===== src/rtl/router_pkt_gen_pkg.sv =====
// Shared types and helpers for the router packet generator: FSM state
// encoding, field widths and the router header packing rule.
package router_pkg;

  localparam int unsigned LEN_W = 6;
  localparam logic [1:0]  ADDR_INVALID = 2'b11;

  typedef enum logic [2:0] {
    IDLE,
    FILL,
    HDR,
    PLD,
    PAR,
    GAP
  } state_e;

  // Router header byte: length in the upper six bits, destination below.
  function automatic logic [7:0] hdr(input logic [LEN_W-1:0] len,
                                     input logic [1:0]       dest);
    return {len, dest};
  endfunction

endpackage


===== src/rtl/router_pkt_gen_if.sv =====
// Command/payload ingress and router-facing egress bundle for the packet
// generator. The master side is the upstream producer plus the router
// (which supplies busy); the slave side is the generator itself.
interface router_pkt_gen_if;
  import router_pkg::*;

  logic             start;
  logic [1:0]       dest;
  logic [LEN_W-1:0] len;
  logic [7:0]       pld_data;
  logic             pld_valid;
  logic             pld_ready;
  logic             busy;
  logic             inject_err;
  logic             pkt_valid;
  logic [7:0]       data_out;
  logic             gen_idle;
  logic             pkt_done;
  logic             cmd_reject;
  logic [15:0]      pkt_count;

  modport master (
    output start, dest, len, pld_data, pld_valid, busy, inject_err,
    input  pld_ready, pkt_valid, data_out, gen_idle, pkt_done, cmd_reject,
           pkt_count
  );

  modport slave (
    input  start, dest, len, pld_data, pld_valid, busy, inject_err,
    output pld_ready, pkt_valid, data_out, gen_idle, pkt_done, cmd_reject,
           pkt_count
  );

endinterface


===== src/rtl/router_pkt_gen_buf.sv =====
// Payload buffer: MAX_LEN x 8 register array, one write port and one
// combinational read port. The data array is not reset; stale contents are
// never read because pointers restart with every packet.
module router_pkt_buf
  import router_pkg::*;
#(
  parameter int unsigned MAX_LEN = 63
) (
  input  logic             clock,
  input  logic             wr_en,
  input  logic [LEN_W-1:0] wr_ptr,
  input  logic [7:0]       wr_data,
  input  logic [LEN_W-1:0] rd_ptr,
  output logic [7:0]       rd_data
);

  logic [7:0] mem_q [MAX_LEN];

  // Store one payload byte per accepted handshake.
  always_ff @(posedge clock) begin
    if (wr_en) begin
      mem_q[wr_ptr] <= wr_data;
    end
  end

  // Combinational read so data_out follows rd_ptr in the same cycle.
  always_comb begin
    rd_data = mem_q[rd_ptr];
  end

endmodule


===== src/rtl/router_pkt_gen.sv =====
// Router ingress packetizer: accepts a (dest, len) command, buffers len
// payload bytes, then emits header / payload / parity to the router while
// honouring busy, followed by a fixed inter-packet gap.
// Optional feature: ROUTER_PKT_GEN_ERR_INJ_EN enables parity corruption via
// inject_err captured with the command; otherwise inject_err has no load.
module router_pkt_gen
  import router_pkg::*;
#(
  parameter int unsigned MAX_LEN    = 63,
  parameter int unsigned GAP_CYCLES = 2
) (
  input  logic              clock,
  input  logic              resetn,
  router_pkt_gen_if.slave   bus
);

  localparam int unsigned      GAP_W     = (GAP_CYCLES > 1) ? $clog2(GAP_CYCLES) : 1;
  localparam logic [GAP_W-1:0] GAP_LAST  = GAP_W'((GAP_CYCLES == 0) ? 0 : GAP_CYCLES - 1);
  localparam logic [LEN_W-1:0] MAX_LEN_L = LEN_W'(MAX_LEN);

  state_e           state_q, state_d;
  logic [1:0]       dest_q, dest_d;
  logic [LEN_W-1:0] len_q, len_d;
  logic [LEN_W-1:0] wr_ptr_q, wr_ptr_d;
  logic [LEN_W-1:0] rd_ptr_q, rd_ptr_d;
  logic [7:0]       parity_q, parity_d;
  logic [GAP_W-1:0] gap_cnt_q, gap_cnt_d;
  logic             pkt_done_q, pkt_done_d;
  logic             cmd_reject_q, cmd_reject_d;
  logic [15:0]      pkt_count_q, pkt_count_d;
`ifdef ROUTER_PKT_GEN_ERR_INJ_EN
  logic             inj_q, inj_d;
`endif

  logic       cmd_legal;
  logic       wr_en;
  logic [7:0] rd_data;
  logic [7:0] par_byte;

  router_pkt_buf #(
    .MAX_LEN (MAX_LEN)
  ) u_buf (
    .clock   (clock),
    .wr_en   (wr_en),
    .wr_ptr  (wr_ptr_q),
    .wr_data (bus.pld_data),
    .rd_ptr  (rd_ptr_q),
    .rd_data (rd_data)
  );

  // Command legality check on the raw command inputs.
  always_comb begin
    cmd_legal = (bus.dest != ADDR_INVALID) && (bus.len != '0) &&
                (bus.len <= MAX_LEN_L);
  end

  // Next-state, buffer write and bookkeeping for the packet FSM.
  always_comb begin
    state_d      = state_q;
    dest_d       = dest_q;
    len_d        = len_q;
    wr_ptr_d     = wr_ptr_q;
    rd_ptr_d     = rd_ptr_q;
    parity_d     = parity_q;
    gap_cnt_d    = gap_cnt_q;
    pkt_done_d   = 1'b0;
    cmd_reject_d = 1'b0;
    pkt_count_d  = pkt_count_q;
    wr_en        = 1'b0;
`ifdef ROUTER_PKT_GEN_ERR_INJ_EN
    inj_d        = inj_q;
`endif

    if (bus.start && !((state_q == IDLE) && cmd_legal)) begin
      cmd_reject_d = 1'b1;
    end

    case (state_q)
      IDLE: begin
        if (bus.start && cmd_legal) begin
          dest_d   = bus.dest;
          len_d    = bus.len;
          parity_d = hdr(bus.len, bus.dest);
          wr_ptr_d = '0;
          rd_ptr_d = '0;
`ifdef ROUTER_PKT_GEN_ERR_INJ_EN
          inj_d    = bus.inject_err;
`endif
          state_d  = FILL;
        end
      end
      FILL: begin
        if (bus.pld_valid) begin
          wr_en    = 1'b1;
          parity_d = parity_q ^ bus.pld_data;
          wr_ptr_d = wr_ptr_q + 1'b1;
          if (wr_ptr_q == len_q - 1'b1) begin
            state_d = HDR;
          end
        end
      end
      HDR: begin
        if (!bus.busy) begin
          state_d = PLD;
        end
      end
      PLD: begin
        if (!bus.busy) begin
          rd_ptr_d = rd_ptr_q + 1'b1;
          if (rd_ptr_q == len_q - 1'b1) begin
            state_d = PAR;
          end
        end
      end
      PAR: begin
        if (!bus.busy) begin
          pkt_done_d  = 1'b1;
          pkt_count_d = pkt_count_q + 16'd1;
          gap_cnt_d   = '0;
          state_d     = (GAP_CYCLES == 0) ? IDLE : GAP;
        end
      end
      GAP: begin
        if (gap_cnt_q == GAP_LAST) begin
          state_d = IDLE;
        end else begin
          gap_cnt_d = gap_cnt_q + 1'b1;
        end
      end
      default: state_d = IDLE;
    endcase
  end

  // State and bookkeeping registers; everything clears on reset.
  always_ff @(posedge clock or negedge resetn) begin
    if (!resetn) begin
      state_q      <= IDLE;
      dest_q       <= '0;
      len_q        <= '0;
      wr_ptr_q     <= '0;
      rd_ptr_q     <= '0;
      parity_q     <= '0;
      gap_cnt_q    <= '0;
      pkt_done_q   <= 1'b0;
      cmd_reject_q <= 1'b0;
      pkt_count_q  <= '0;
`ifdef ROUTER_PKT_GEN_ERR_INJ_EN
      inj_q        <= 1'b0;
`endif
    end else begin
      state_q      <= state_d;
      dest_q       <= dest_d;
      len_q        <= len_d;
      wr_ptr_q     <= wr_ptr_d;
      rd_ptr_q     <= rd_ptr_d;
      parity_q     <= parity_d;
      gap_cnt_q    <= gap_cnt_d;
      pkt_done_q   <= pkt_done_d;
      cmd_reject_q <= cmd_reject_d;
      pkt_count_q  <= pkt_count_d;
`ifdef ROUTER_PKT_GEN_ERR_INJ_EN
      inj_q        <= inj_d;
`endif
    end
  end

  // Parity byte as sent, optionally corrupted in its LSB.
  always_comb begin
`ifdef ROUTER_PKT_GEN_ERR_INJ_EN
    par_byte = parity_q ^ {7'b0, inj_q};
`else
    par_byte = parity_q;
`endif
  end

  // Outputs decoded from the registered state, so they hold while busy and
  // drop straight to their reset values when resetn is asserted.
  always_comb begin
    bus.pld_ready = (state_q == FILL);
    bus.gen_idle  = (state_q == IDLE);
    bus.pkt_valid = (state_q == HDR) || (state_q == PLD);
    case (state_q)
      HDR:     bus.data_out = hdr(len_q, dest_q);
      PLD:     bus.data_out = rd_data;
      PAR:     bus.data_out = par_byte;
      default: bus.data_out = '0;
    endcase
  end

  assign bus.pkt_done   = pkt_done_q;
  assign bus.cmd_reject = cmd_reject_q;
  assign bus.pkt_count  = pkt_count_q;

endmodule


===== src/flat_wrapper.sv =====
// flat-port wrapper written by rule: the top's interface ports become plain ports
module router_pkt_gen_flat import router_pkg::*;
#(
  parameter int unsigned MAX_LEN    = 63,
  parameter int unsigned GAP_CYCLES = 2
)
  (clock, resetn, bus_start, bus_dest, bus_len, bus_pld_data, bus_pld_valid, bus_busy, bus_inject_err, bus_pld_ready, bus_pkt_valid, bus_data_out, bus_gen_idle, bus_pkt_done, bus_cmd_reject, bus_pkt_count);
  router_pkt_gen_if bus_i ();
  input  logic clock;
  input  logic resetn;
  input wire logic [$bits(bus_i.start)-1:0] bus_start;
  input wire logic [$bits(bus_i.dest)-1:0] bus_dest;
  input wire logic [$bits(bus_i.len)-1:0] bus_len;
  input wire logic [$bits(bus_i.pld_data)-1:0] bus_pld_data;
  input wire logic [$bits(bus_i.pld_valid)-1:0] bus_pld_valid;
  input wire logic [$bits(bus_i.busy)-1:0] bus_busy;
  input wire logic [$bits(bus_i.inject_err)-1:0] bus_inject_err;
  output wire logic [$bits(bus_i.pld_ready)-1:0] bus_pld_ready;
  output wire logic [$bits(bus_i.pkt_valid)-1:0] bus_pkt_valid;
  output wire logic [$bits(bus_i.data_out)-1:0] bus_data_out;
  output wire logic [$bits(bus_i.gen_idle)-1:0] bus_gen_idle;
  output wire logic [$bits(bus_i.pkt_done)-1:0] bus_pkt_done;
  output wire logic [$bits(bus_i.cmd_reject)-1:0] bus_cmd_reject;
  output wire logic [$bits(bus_i.pkt_count)-1:0] bus_pkt_count;
  assign bus_i.start = bus_start;
  assign bus_i.dest = bus_dest;
  assign bus_i.len = bus_len;
  assign bus_i.pld_data = bus_pld_data;
  assign bus_i.pld_valid = bus_pld_valid;
  assign bus_i.busy = bus_busy;
  assign bus_i.inject_err = bus_inject_err;
  assign bus_pld_ready = bus_i.pld_ready;
  assign bus_pkt_valid = bus_i.pkt_valid;
  assign bus_data_out = bus_i.data_out;
  assign bus_gen_idle = bus_i.gen_idle;
  assign bus_pkt_done = bus_i.pkt_done;
  assign bus_cmd_reject = bus_i.cmd_reject;
  assign bus_pkt_count = bus_i.pkt_count;
  router_pkt_gen #(.MAX_LEN(MAX_LEN), .GAP_CYCLES(GAP_CYCLES)) u_core (.clock(clock), .resetn(resetn), .bus(bus_i));
endmodule

===== config.mk =====
export PLATFORM = sky130hd
export DESIGN_NAME = router_pkt_gen_flat
export DESIGN_NICKNAME = d
export VERILOG_FILES = /design/src/rtl/router_pkt_gen_pkg.sv /design/src/rtl/router_pkt_gen_if.sv /design/src/rtl/router_pkt_gen_buf.sv /design/src/rtl/router_pkt_gen.sv /design/src/flat_wrapper.sv
export SDC_FILE = /design/constraint.sdc
export NUM_CORES = 1
export LEC_CHECK = 0
export CAP_MARGIN = 40
export CORE_MARGIN = 2
export CORE_UTILIZATION = 62
export CTS_CLUSTER_SIZE = 14
export DETAILED_ROUTE_END_ITERATION = 8
export PLACE_DENSITY = 0.8
export SYNTH_ARGS = -nofsm -noshare
export SYNTH_HDL_FRONTEND = slang
export SYNTH_HIERARCHICAL = 1
export SYNTH_SLANG_ARGS = --single-unit

===== constraint.sdc =====
create_clock -name clock -period 3.85 [get_ports clock]
set_clock_uncertainty 0.15 [all_clocks]
set_input_delay 0.77 -clock clock [delete_from_list [all_inputs] [get_ports clock]]
set_output_delay 0.77 -clock clock [all_outputs]
set_load 0.01 [all_outputs]

==> out/qor.yml <==
grt_setup_unrepaired: "true"
dp_hpwl_um: 33000
drt_iter0_drc: 1439
layout.cells.most_common_list: "504 x edfxtp_1, 129 x buf_4, 115 x mux4_2, 80 x nor2_1, 57 x clkbuf_16"
grt.met1_usage: 0.394
fin_util: 0.745
synth_area_mm2: 0.0224
avg_cell_area_syn_um2: 18.4
clk_transition_reported_paths_ns: 0.06
syn_nets: 1247
fillers: 1889
dieArea_mm2: 0.0377
tightestPinTransition_ns: 0.941
outcome: "finished with violations"
synth-edff-count: 504
tritoncts.num_buffers: 54
pin_count: 51
viasPerCell: 6.69
yosys_register_bits: 554
timing.final.crit_period_ns: 4.15
layout-drive-gt1-share: 0.295
antenna_cells_inserted: 0
synth-main-ff-cell: "edfxtp_1"
use_met3: 0.0484
numClockSinks: 554
route.antenna.remaining_nets: 0
finalCritPeriodShare: 1.08
worstPathRequired_ns: 2.93
fp.dieW_um: 194
hold_viol_final: 0
power_density_mw_per_mm2: 656
via_count: 12900
die_height_um: 194
ir_drop_mv: 0.514
track_usage: 0.284
layout_area_overhead_pct: 18.3
fraction_of_the_yosys_area_taken_by_sequential_cells: 0.731
globalplace.congestion: 0.847
class_of_the_tightest_hold_or_removal_check: "input pin to asynchronous set/reset pin"
nets: 1447
setup_slack_ns: -0.298
number_of_antenna_violations_at_the_first_check_in_global_routing: 0
setup_viol: 8
global_route.peak_usage_layer: "met2"
ys_async_sr_fraction: 0.0903
mapped_cells: 1221
grt_first_pass_wirelength_um: 79800
arrival_ns: 3.23
cellLeakagePower_nw: 8.92
synth_warnings: 6
final_max_slew_viol_count: 0
worst_setup_start_kind: "flip-flop"
fin_cells: 1924
max_clock_freq_mhz: 241
remaining_drc_errors: 0
cts_max_level: 2
crit_fanout: 8
worst_skew_pair.late_latency_ns: 0.58
maxCapViolCount: 0
tritoncts: "yes"
dp_cells: 1807
global_route.overflow_total: 0
row_count: 69
place.port_buffers: 49
final_common_cell: "edfxtp_1"
effective_utilization_at_floorplan: 0.630
totalWireLength_um: 53000
slew-limit-headroom: 0.373
grt_pass1_vias: 13100
largest_net_degree_at_the_start_of_global_routing: 49
synth_cell_type_count: 61
failed_checks: "setup timing"
grt_use_met2: 0.461
core_area_mm2: 0.0356
worstSetupEndpointType: "output pin"
first_pass_iters: 5
cts_max_path_buffers: 3
holdBufCountCts: 0
cts_root_buffer: "clkbuf_16"
wire_per_inst_um: 27.6
crit_type: "flip-flop to output pin"
[cell usage after synthesis, types with 9 or more instances]
cell type  count  area share
a21oi_1       29      0.0065
a22o_1        12      0.0047
a22oi_1       14      0.0047
and3_1         9      0.0025
buf_2         12      0.0027
clkbuf_1      34      0.0057
dfrtp_1       50       0.056
edfxtp_1     504        0.68
mux2_2        14      0.0070
mux2i_1       36       0.016
mux4_2       115        0.12
nand2_1       57      0.0095
nand2b_1      19      0.0053
nand3_1       32      0.0071
nand4_1        9      0.0025
nor2_1        82       0.014
nor2b_1       11      0.0031
nor3_1         9      0.0020
o21ai_0       31      0.0069
xnor2_1       21      0.0082
xor2_1        13      0.0051
[timing repair]
item / in CTS / in global routing
pin swaps: 14 / 15
setup buffers: 13 / 5
cloned: 1 / 0
gates resized for setup: 82 / 17
setup endpoints to repair: 8 / 8
[area by class of cell]
class	count	area (µm²)	area share
Inverter	6	22.5	0.000849
Multi-Input combinational cell	597	5870	0.222
Tap cell	461	577	0.0218
Sequential cell	554	16400	0.618
Clock buffer	66	1460	0.0551
Timing Repair Buffer	208	1900	0.0718
Clock inverter	32	280	0.0106
[metal layers]
| layer | up-vias | wire (µm) |
|---|---|---|
| met5 | - | 0 |
| met4 | 0 | 1910 |
| met3 | 140 | 5390 |
| met2 | 833 | 26100 |
| met1 | 6599 | 19600 |
| li1 | 5308 | - |
[registers in the layout, summed over array words and instances, names as in the netlist]
register,flops
u_core/bus.cmd_reject,1
u_core/bus.pkt_count,16
u_core/bus.pkt_done,1
u_core/dest_q,2
u_core/gap_cnt_q,1
u_core/len_q,6
u_core/par_byte,8
u_core/rd_ptr_q,6
u_core/state_q,3
u_core/u_buf/mem_q,504
u_core/wr_ptr_q,6
[stage by stage]
step | cell area, µm² | power, mW | hold slack, ns | setup TNS (ns) | setup slack, ns
floorplan | 22400 | 10.1 | 0.324 | 0 | 0.741
global placement | 24300 | 11.6 | 0.313 | -0.0663 | -0.0311
detailed placement | 24400 | 11.8 | 0.316 | -0.146 | -0.0889
CTS | 26400 | 17.2 | 0.0227 | -1.55 | -0.260
global route | 26500 | 17.9 | 0.0550 | -2.23 | -0.313
finish | 26500 | 17.4 | 0.0216 | -1.61 | -0.298
[power breakdown]
part           switching [mW]  internal [mW]  total, mW
sequential              0.345           6.81       7.15
clock                    2.17           3.02       5.19
combinational            2.58           2.48       5.05
total                    5.10           12.3       17.4
[cell families after synthesis]
group           synth area share
mux                        0.139
buf+inv                   0.0167
flops                      0.731
xor+xnor                  0.0133
simple gates              0.0577
compound gates            0.0404
fa+ha+maj                0.00223
[worst paths after layout]
| kind | start | to | slack [ns] | cells after the start |
|---|---|---|---|---|
| max | u_core/rd_ptr_q[0] | bus_data_out[0] | -0.30 | 11 |
| min | resetn | u_core/bus.pkt_count[11] | 0.02 | 1 |
| max reg2reg | u_core/state_q[0] | u_core/u_buf/mem_q[32][1] | 0.60 | 9 |
| min reg2reg | u_core/bus.pkt_count[15] | u_core/bus.pkt_count[15] | 0.32 | 1 |
| max in group asynchronous | resetn | u_core/len_q[3] | 2.99 | 2 |
| min in group clock | u_core/bus.pkt_count[15] | u_core/bus.pkt_count[15] | 0.32 | 1 |
[worst max-delay path, stage by stage (launching register included)]
cell and delay [ns]:
dfrtp_4 0.51, buf_12 0.16, buf_16 0.15, buf_8 0.13, mux4_2 0.45, mux2i_2 0.23, o211ai_1 0.22, nand3_2 0.17
o211ai_1 0.16, mux2i_1 0.20, o21ai_1 0.09, buf_2 0.16
(Power assumes the default switching activity.)
